**src/rtl/fetch_queue_if.sv**
```systemverilog
// Port bundle between the instruction prefetch queue and its surroundings
// (instruction memory, decode handshake, branch redirect).
interface fetch_queue_if #(
    parameter int unsigned DEPTH  = 4,
    parameter int unsigned ADDR_W = 8,
    parameter int unsigned DATA_W = 32
);
    localparam int unsigned CNT_W = $clog2(DEPTH) + 1;

    logic              flush;
    logic [ADDR_W-1:0] redirect_pc;
    logic              imem_req;
    logic [ADDR_W-1:0] imem_addr;
    logic [DATA_W-1:0] imem_rdata;
    logic              deq_ready;
    logic              deq_valid;
    logic [DATA_W-1:0] deq_instr;
    logic [ADDR_W-1:0] deq_pc;
    logic [ADDR_W-1:0] deq_pcplus1;
    logic [CNT_W-1:0]  count;
    logic              full;
    logic              empty;

    // Environment side: memory, decode and branch unit.
    modport master (
        output flush, redirect_pc, imem_rdata, deq_ready,
        input  imem_req, imem_addr, deq_valid, deq_instr, deq_pc, deq_pcplus1,
               count, full, empty
    );

    // Queue side.
    modport slave (
        input  flush, redirect_pc, imem_rdata, deq_ready,
        output imem_req, imem_addr, deq_valid, deq_instr, deq_pc, deq_pcplus1,
               count, full, empty
    );
endinterface

```
**src/rtl/fetch_queue.sv**
```systemverilog
// Instruction prefetch queue: owns the sequential fetch PC, issues credit-limited
// reads to a one-cycle-latency memory and buffers {instr, pc, pc+1} for decode.
module fetch_queue #(
    parameter int unsigned DEPTH  = 4,
    parameter int unsigned ADDR_W = 8,
    parameter int unsigned DATA_W = 32
) (
    input logic         clk,
    input logic         rst,
    fetch_queue_if.slave bus
);
    localparam int unsigned PTR_W = $clog2(DEPTH);
    localparam int unsigned CNT_W = PTR_W + 1;
    localparam int unsigned OCC_W = CNT_W + 1;

    typedef struct packed {
        logic [DATA_W-1:0] instr;
        logic [ADDR_W-1:0] pc;
        logic [ADDR_W-1:0] pcPlus1;
    } entry_t;

    entry_t            entries [DEPTH];
    logic [ADDR_W-1:0] fetchPc;
    logic [ADDR_W-1:0] reqPc;
    logic              inflight;
    logic [PTR_W-1:0]  rdPtr;
    logic [PTR_W-1:0]  wrPtr;
    logic [CNT_W-1:0]  count;

    logic              deqValid_c;
    logic              deqFire_c;
    logic              issue_c;
    logic              write_c;
    logic [OCC_W-1:0]  occupancy_c;
    entry_t            head_c;

    // Credit check: a slot is reserved for every outstanding read, so a
    // response can never land on a full queue.
    always_comb begin
        deqValid_c  = (count != '0) & ~bus.flush;
        deqFire_c   = deqValid_c & bus.deq_ready;
        occupancy_c = OCC_W'(count) + OCC_W'(inflight);
        if (deqFire_c) begin
            occupancy_c = occupancy_c - OCC_W'(1);
        end
        issue_c = rst & ~bus.flush & (occupancy_c < OCC_W'(DEPTH));
        write_c = inflight & ~bus.flush;
        head_c  = entries[rdPtr];
    end

    assign bus.imem_req    = issue_c;
    assign bus.imem_addr   = fetchPc;
    assign bus.deq_valid   = deqValid_c;
    assign bus.deq_instr   = head_c.instr;
    assign bus.deq_pc      = head_c.pc;
    assign bus.deq_pcplus1 = head_c.pcPlus1;
    assign bus.count       = count;
    assign bus.full        = (count == CNT_W'(DEPTH));
    assign bus.empty       = (count == '0);

    // Control state; flush wins over every other update.
    always_ff @(posedge clk or negedge rst) begin
        if (!rst) begin
            fetchPc  <= '0;
            reqPc    <= '0;
            inflight <= 1'b0;
            rdPtr    <= '0;
            wrPtr    <= '0;
            count    <= '0;
        end else if (bus.flush) begin
            fetchPc  <= bus.redirect_pc;
            inflight <= 1'b0;
            rdPtr    <= '0;
            wrPtr    <= '0;
            count    <= '0;
        end else begin
            inflight <= issue_c;
            if (issue_c) begin
                fetchPc <= fetchPc + ADDR_W'(1);
                reqPc   <= fetchPc;
            end
            if (write_c) begin
                wrPtr <= wrPtr + PTR_W'(1);
            end
            if (deqFire_c) begin
                rdPtr <= rdPtr + PTR_W'(1);
            end
            unique case ({write_c, deqFire_c})
                2'b10:   count <= count + CNT_W'(1);
                2'b01:   count <= count - CNT_W'(1);
                default: count <= count;
            endcase
        end
    end

    // Entry storage needs no reset; occupancy alone qualifies it.
    always_ff @(posedge clk) begin
        if (write_c) begin
            entries[wrPtr] <= '{instr:   bus.imem_rdata,
                                pc:      reqPc,
                                pcPlus1: reqPc + ADDR_W'(1)};
        end
    end
endmodule

```
**src/flat_wrapper.sv**
```systemverilog
// flat-port wrapper written by rule: the top's interface ports become plain ports
module fetch_queue_flat 
#(
    parameter int unsigned DEPTH  = 4,
    parameter int unsigned ADDR_W = 8,
    parameter int unsigned DATA_W = 32
)
  (clk, rst, bus_flush, bus_redirect_pc, bus_imem_rdata, bus_deq_ready, bus_imem_req, bus_imem_addr, bus_deq_valid, bus_deq_instr, bus_deq_pc, bus_deq_pcplus1, bus_count, bus_full, bus_empty);
  fetch_queue_if #(.DEPTH(DEPTH), .ADDR_W(ADDR_W), .DATA_W(DATA_W)) bus_i ();
  input logic clk;
  input logic rst;
  input wire logic [$bits(bus_i.flush)-1:0] bus_flush;
  input wire logic [$bits(bus_i.redirect_pc)-1:0] bus_redirect_pc;
  input wire logic [$bits(bus_i.imem_rdata)-1:0] bus_imem_rdata;
  input wire logic [$bits(bus_i.deq_ready)-1:0] bus_deq_ready;
  output wire logic [$bits(bus_i.imem_req)-1:0] bus_imem_req;
  output wire logic [$bits(bus_i.imem_addr)-1:0] bus_imem_addr;
  output wire logic [$bits(bus_i.deq_valid)-1:0] bus_deq_valid;
  output wire logic [$bits(bus_i.deq_instr)-1:0] bus_deq_instr;
  output wire logic [$bits(bus_i.deq_pc)-1:0] bus_deq_pc;
  output wire logic [$bits(bus_i.deq_pcplus1)-1:0] bus_deq_pcplus1;
  output wire logic [$bits(bus_i.count)-1:0] bus_count;
  output wire logic [$bits(bus_i.full)-1:0] bus_full;
  output wire logic [$bits(bus_i.empty)-1:0] bus_empty;
  assign bus_i.flush = bus_flush;
  assign bus_i.redirect_pc = bus_redirect_pc;
  assign bus_i.imem_rdata = bus_imem_rdata;
  assign bus_i.deq_ready = bus_deq_ready;
  assign bus_imem_req = bus_i.imem_req;
  assign bus_imem_addr = bus_i.imem_addr;
  assign bus_deq_valid = bus_i.deq_valid;
  assign bus_deq_instr = bus_i.deq_instr;
  assign bus_deq_pc = bus_i.deq_pc;
  assign bus_deq_pcplus1 = bus_i.deq_pcplus1;
  assign bus_count = bus_i.count;
  assign bus_full = bus_i.full;
  assign bus_empty = bus_i.empty;
  fetch_queue #(.DEPTH(DEPTH), .ADDR_W(ADDR_W), .DATA_W(DATA_W)) u_core (.clk(clk), .rst(rst), .bus(bus_i));
endmodule
```
**config.mk**
```make
export PLATFORM = sky130hd
export DESIGN_NAME = fetch_queue_flat
export DESIGN_NICKNAME = d
export VERILOG_FILES = /design/src/rtl/fetch_queue_if.sv /design/src/rtl/fetch_queue.sv /design/src/flat_wrapper.sv
export SDC_FILE = /design/constraint.sdc
export NUM_CORES = 1
export LEC_CHECK = 0
export ABC_AREA = 0
export CORE_ASPECT_RATIO = 1.5
export CORE_MARGIN = 1
export CORE_UTILIZATION = 40
export DETAILED_ROUTE_END_ITERATION = 7
export RECOVER_POWER = 50
export SETUP_SLACK_MARGIN = 0.1
export SYNTH_ARGS = -nofsm -noshare
export SYNTH_HDL_FRONTEND = slang
export SYNTH_SLANG_ARGS = --single-unit
export TNS_END_PERCENT = 1
```
**constraint.sdc**
```tcl
create_clock -name clk -period 3.8 [get_ports clk]
set_input_delay 0.38 -clock clk [delete_from_list [all_inputs] [get_ports clk]]
set_output_delay 0.38 -clock clk [all_outputs]
set_load 0.05 [all_outputs]
```
==> metrics <==
Die H=approximately 180 um; DR WL/cell=slightly below 20 um; RSZ-0062 raised after global routing=no; Die Width=120.1 um; complex-gate fraction of the synthesized area=1.659%; Worst Path Arrival=between 2 and 3 ns; critical path class=reg -> out; post-route DRC violation count=0; CP required=3.42 ns; setup TNS=0 ns; CTS clk-pin slew, worst paths=0.06 ns; busiest grt layer=met2; CTS max path bufs=3; post-synthesis xor/xnor area fraction=2.093%; area share of the largest cell type after synthesis=68.88%; post-CTS sizing=0; M2 GR Usage=~28%; Congestion Overflow GR=0; met3 Use GR=2.099%; post-synthesis sequential area ratio=around three quarters; cell taking the most area after synthesis=edfxtp_1; Final HPWL DP=~9900 um; TritonCTS Buffers=20; largest family of logic cells by synthesized area=multiplexers; TritonCTS clock tree=built; Max Cap Violations=0; register bit total from synthesis=between 200 and 250; number of synthesis warnings=0; die area=0.02152 sq mm; filler cell count in the final layout=1665; type of origin of the critical path=register; Peak VDD IR=between 0.5 and 0.6 mV; mean post-synth cell area=approximately 21 sq um; min Tclk post-route=between 3 and 4 ns; CP bufs+invs=1; mux contribution to synthesized area=between 10% and 20%; core area=0.02042 sq mm; Post-Synthesis Cells=between 300 and 400; nets=571; met1 Resource Use GR=around 18%; Async SR Flop Fraction=roughly 11%; Hold Vio Cnt, Final=0; synthesized area=0.008371 sq mm; Antenna Nets Post-Route=0; Routed WL=between 15000 and 20000 um; Static Leak=3.391 nW; initial antenna violation count=0; ys flop type=edfxtp_1; crit-path leading delay family=simple AND/OR/NAND/NOR gates; Setup violations, final=0; first-pass GRT wire length=~24000 um; Simple-Gate Fraction of Synth Area=3.004%; CP max stage delay=0.75 ns; Post-CTS Hold Buffers=0; number of setup buffers added after CTS=0; port bufs=roughly 110; slew of the pin with the lowest slew margin=roughly 1.3 ns; critical path's slowest cell=nor3_2; distinct cell type count after synthesis=36; Via density=between 5 and 6; Post-Layout Inst Area=roughly 0.010 sq mm; Setup crit end kind=primary output; Syn Nets=448; H-tree levels=1; most numerous cell in the Yosys netlist=edfxtp_1; GRT Resource Usage Total=about 15%; min-delay worst type=in -> reg; vias in the first global route=roughly 4400; DR vias=4020; largest net degree at the start of global routing=33; area share of fa/ha/maj cells after synthesis=under 10%; DR iter-0 viols=146; crit path cell chain=ha_1 -> ha_1 -> nor3_1 -> xor2_1 -> nor3_2 -> buf_12; Post-synth EDFFs=192; layout cells sized above 1=19.77%; Starting Density=40.99%; Commonest cells post-synth=192 x edfxtp_1, 48 x mux4_2, 24 x dfrtp_1, 14 x xnor2_1, 13 x clkbuf_1; drt pass-1 iters=4; highest clock rate=between 0.3 and 0.4 GHz; Final WS setup=0.5596 ns; clk_lat worst skew=about 0.48 ns; PwrDens=719.2 mW/mm^2; Pins Over Slew Limit=0; Crit path top cell by count=ha_1; Antenna diodes=0; Root Buffer=clkbuf_16; Area Overhead vs Synth=24.42%; crit share post-route=85.27%; post-place setup slack=0.7908 ns; status=complete, no violations; clock skew=0.006922 ns; I/O pin cnt=107; GP Congestion=0.7567; crit-path max FO=10; Cell Area, Placed=roughly 0.0098 sq mm; clk sinks=roughly 220; top post-synthesis cells by area=edfxtp_1 69%, mux4_2 13%, dfrtp_1 7.2%; Std-Cell Rows=64; Max transition margin=11.80%
[report_power, final]
part,switching [mW],internal [mW]
clock network,0.788,1.05
registers,0.265,2.89
logic,1.49,1.01
total,2.54,4.95
[area by class of cell]
| class | count | area [sq um] | area share (%) |
|---|---|---|---|
| multi-input combinational | 155 | 1901 | 18.25 |
| clock buffer | 30 | 579.3 | 5.562 |
| inverter | 6 | 22.52 | 0.2162 |
| tap | 264 | 330.3 | 3.172 |
| sequential | 216 | 6371 | 61.17 |
| clock inverter | 5 | 21.27 | 0.2042 |
| timing repair buffer | 119 | 1190 | 11.42 |
[layer usage]
| layer | share of wire, % | wire [um] | up-vias |
|---|---|---|---|
| met5 | 0 | 0 | - |
| met4 | 1.7 | 259 | 0 |
| met3 | 3.8 | 584 | 17 |
| met2 | 55 | 8470 | 89 |
| met1 | 40 | 6125 | 2068 |
| li1 | - | - | 1846 |
[worst register-to-register path, cell delays in order, from the launching register on]
cell,delay (ns)
dfrtp_1,0.50
ha_1,0.26
ha_1,0.29
or4b_4,0.52
or3b_1,0.51
a2111oi_2,0.45
xor2_1,0.11
mux2_2,0.27
[final timing paths]
check,start,to,slack (ns),depth (start not counted)
worst min register to register,u_core.reqPc[7]$_DFFE_PN0P_,u_core.entries[2][15]$_DFFE_PP_,0.58,0
min in group asynchronous,rst,u_core.bus.imem_addr[5]$_DFFE_PN0P_,0.80,2
max in group asynchronous,rst,u_core.rdPtr[0]$_DFFE_PN0P_,2.06,2
worst min-delay path,bus_redirect_pc[5],u_core.bus.imem_addr[5]$_DFFE_PN0P_,0.44,3
worst max register to register,u_core.inflight$_DFF_PN0_,u_core.bus.imem_addr[6]$_DFFE_PN0P_,0.77,7
worst max-delay path,u_core.inflight$_DFF_PN0_,bus_imem_req,0.56,6
[cell usage in the layout (no fill, tap or decap), types with 2 or more instances in the layout]
cell / n
nor3_1: 5
xor2_1: 6
buf_12: 3
and2_2: 2
nor2_1: 9
buf_4: 10
a21oi_1: 3
clkbuf_16: 21
mux4_2: 48
clkinv_1: 3
edfxtp_1: 192
clkinv_2: 2
o21ai_0: 5
nand3_1: 8
ha_1: 8
inv_1: 6
clkdlybuf4s50_1: 72
clkbuf_8: 2
a211oi_1: 2
mux2_2: 9
clkbuf_1: 8
o21ai_1: 2
xnor2_1: 14
nand4_1: 2
mux2i_1: 3
nand2_1: 11
and2_0: 2
a2111oi_2: 3
dlygate4sd3_1: 33
dfrtp_1: 22
or3_1: 2
[through the flow]
step | total power, mW | cells | util (%) | hold WS [ns]
2_1_floorplan | 4.908 | 395 | - | 0.08441
3_5_place_dp | 5.758 | 760 | 48.09 | 0.5776
4_1_cts | 7.609 | 795 | 51.04 | 0.3480
5_1_grt | 7.830 | 795 | 51.00 | 0.4543
3_3_place_gp | 5.704 | 760 | 48.09 | 0.5486
6_report | 7.491 | 795 | 51.00 | 0.4426
[registers in the layout, indices dropped and copies added (netlist names)]
signal                count
u_core.bus.count          3
u_core.bus.imem_addr      8
u_core.entries          192
u_core.inflight           1
u_core.rdPtr              2
u_core.reqPc              8
u_core.wrPtr              2
[kinds of logic after synthesis]
family	count (synthesis)
DFF	216
muxes	60
buffers and inverters	24
and+or+nand+nor	48
AOI/OAI and AO/OA	18
xor gates and xnor gates	20
adders and majority gates	9
(Power assumes the default switching activity.)
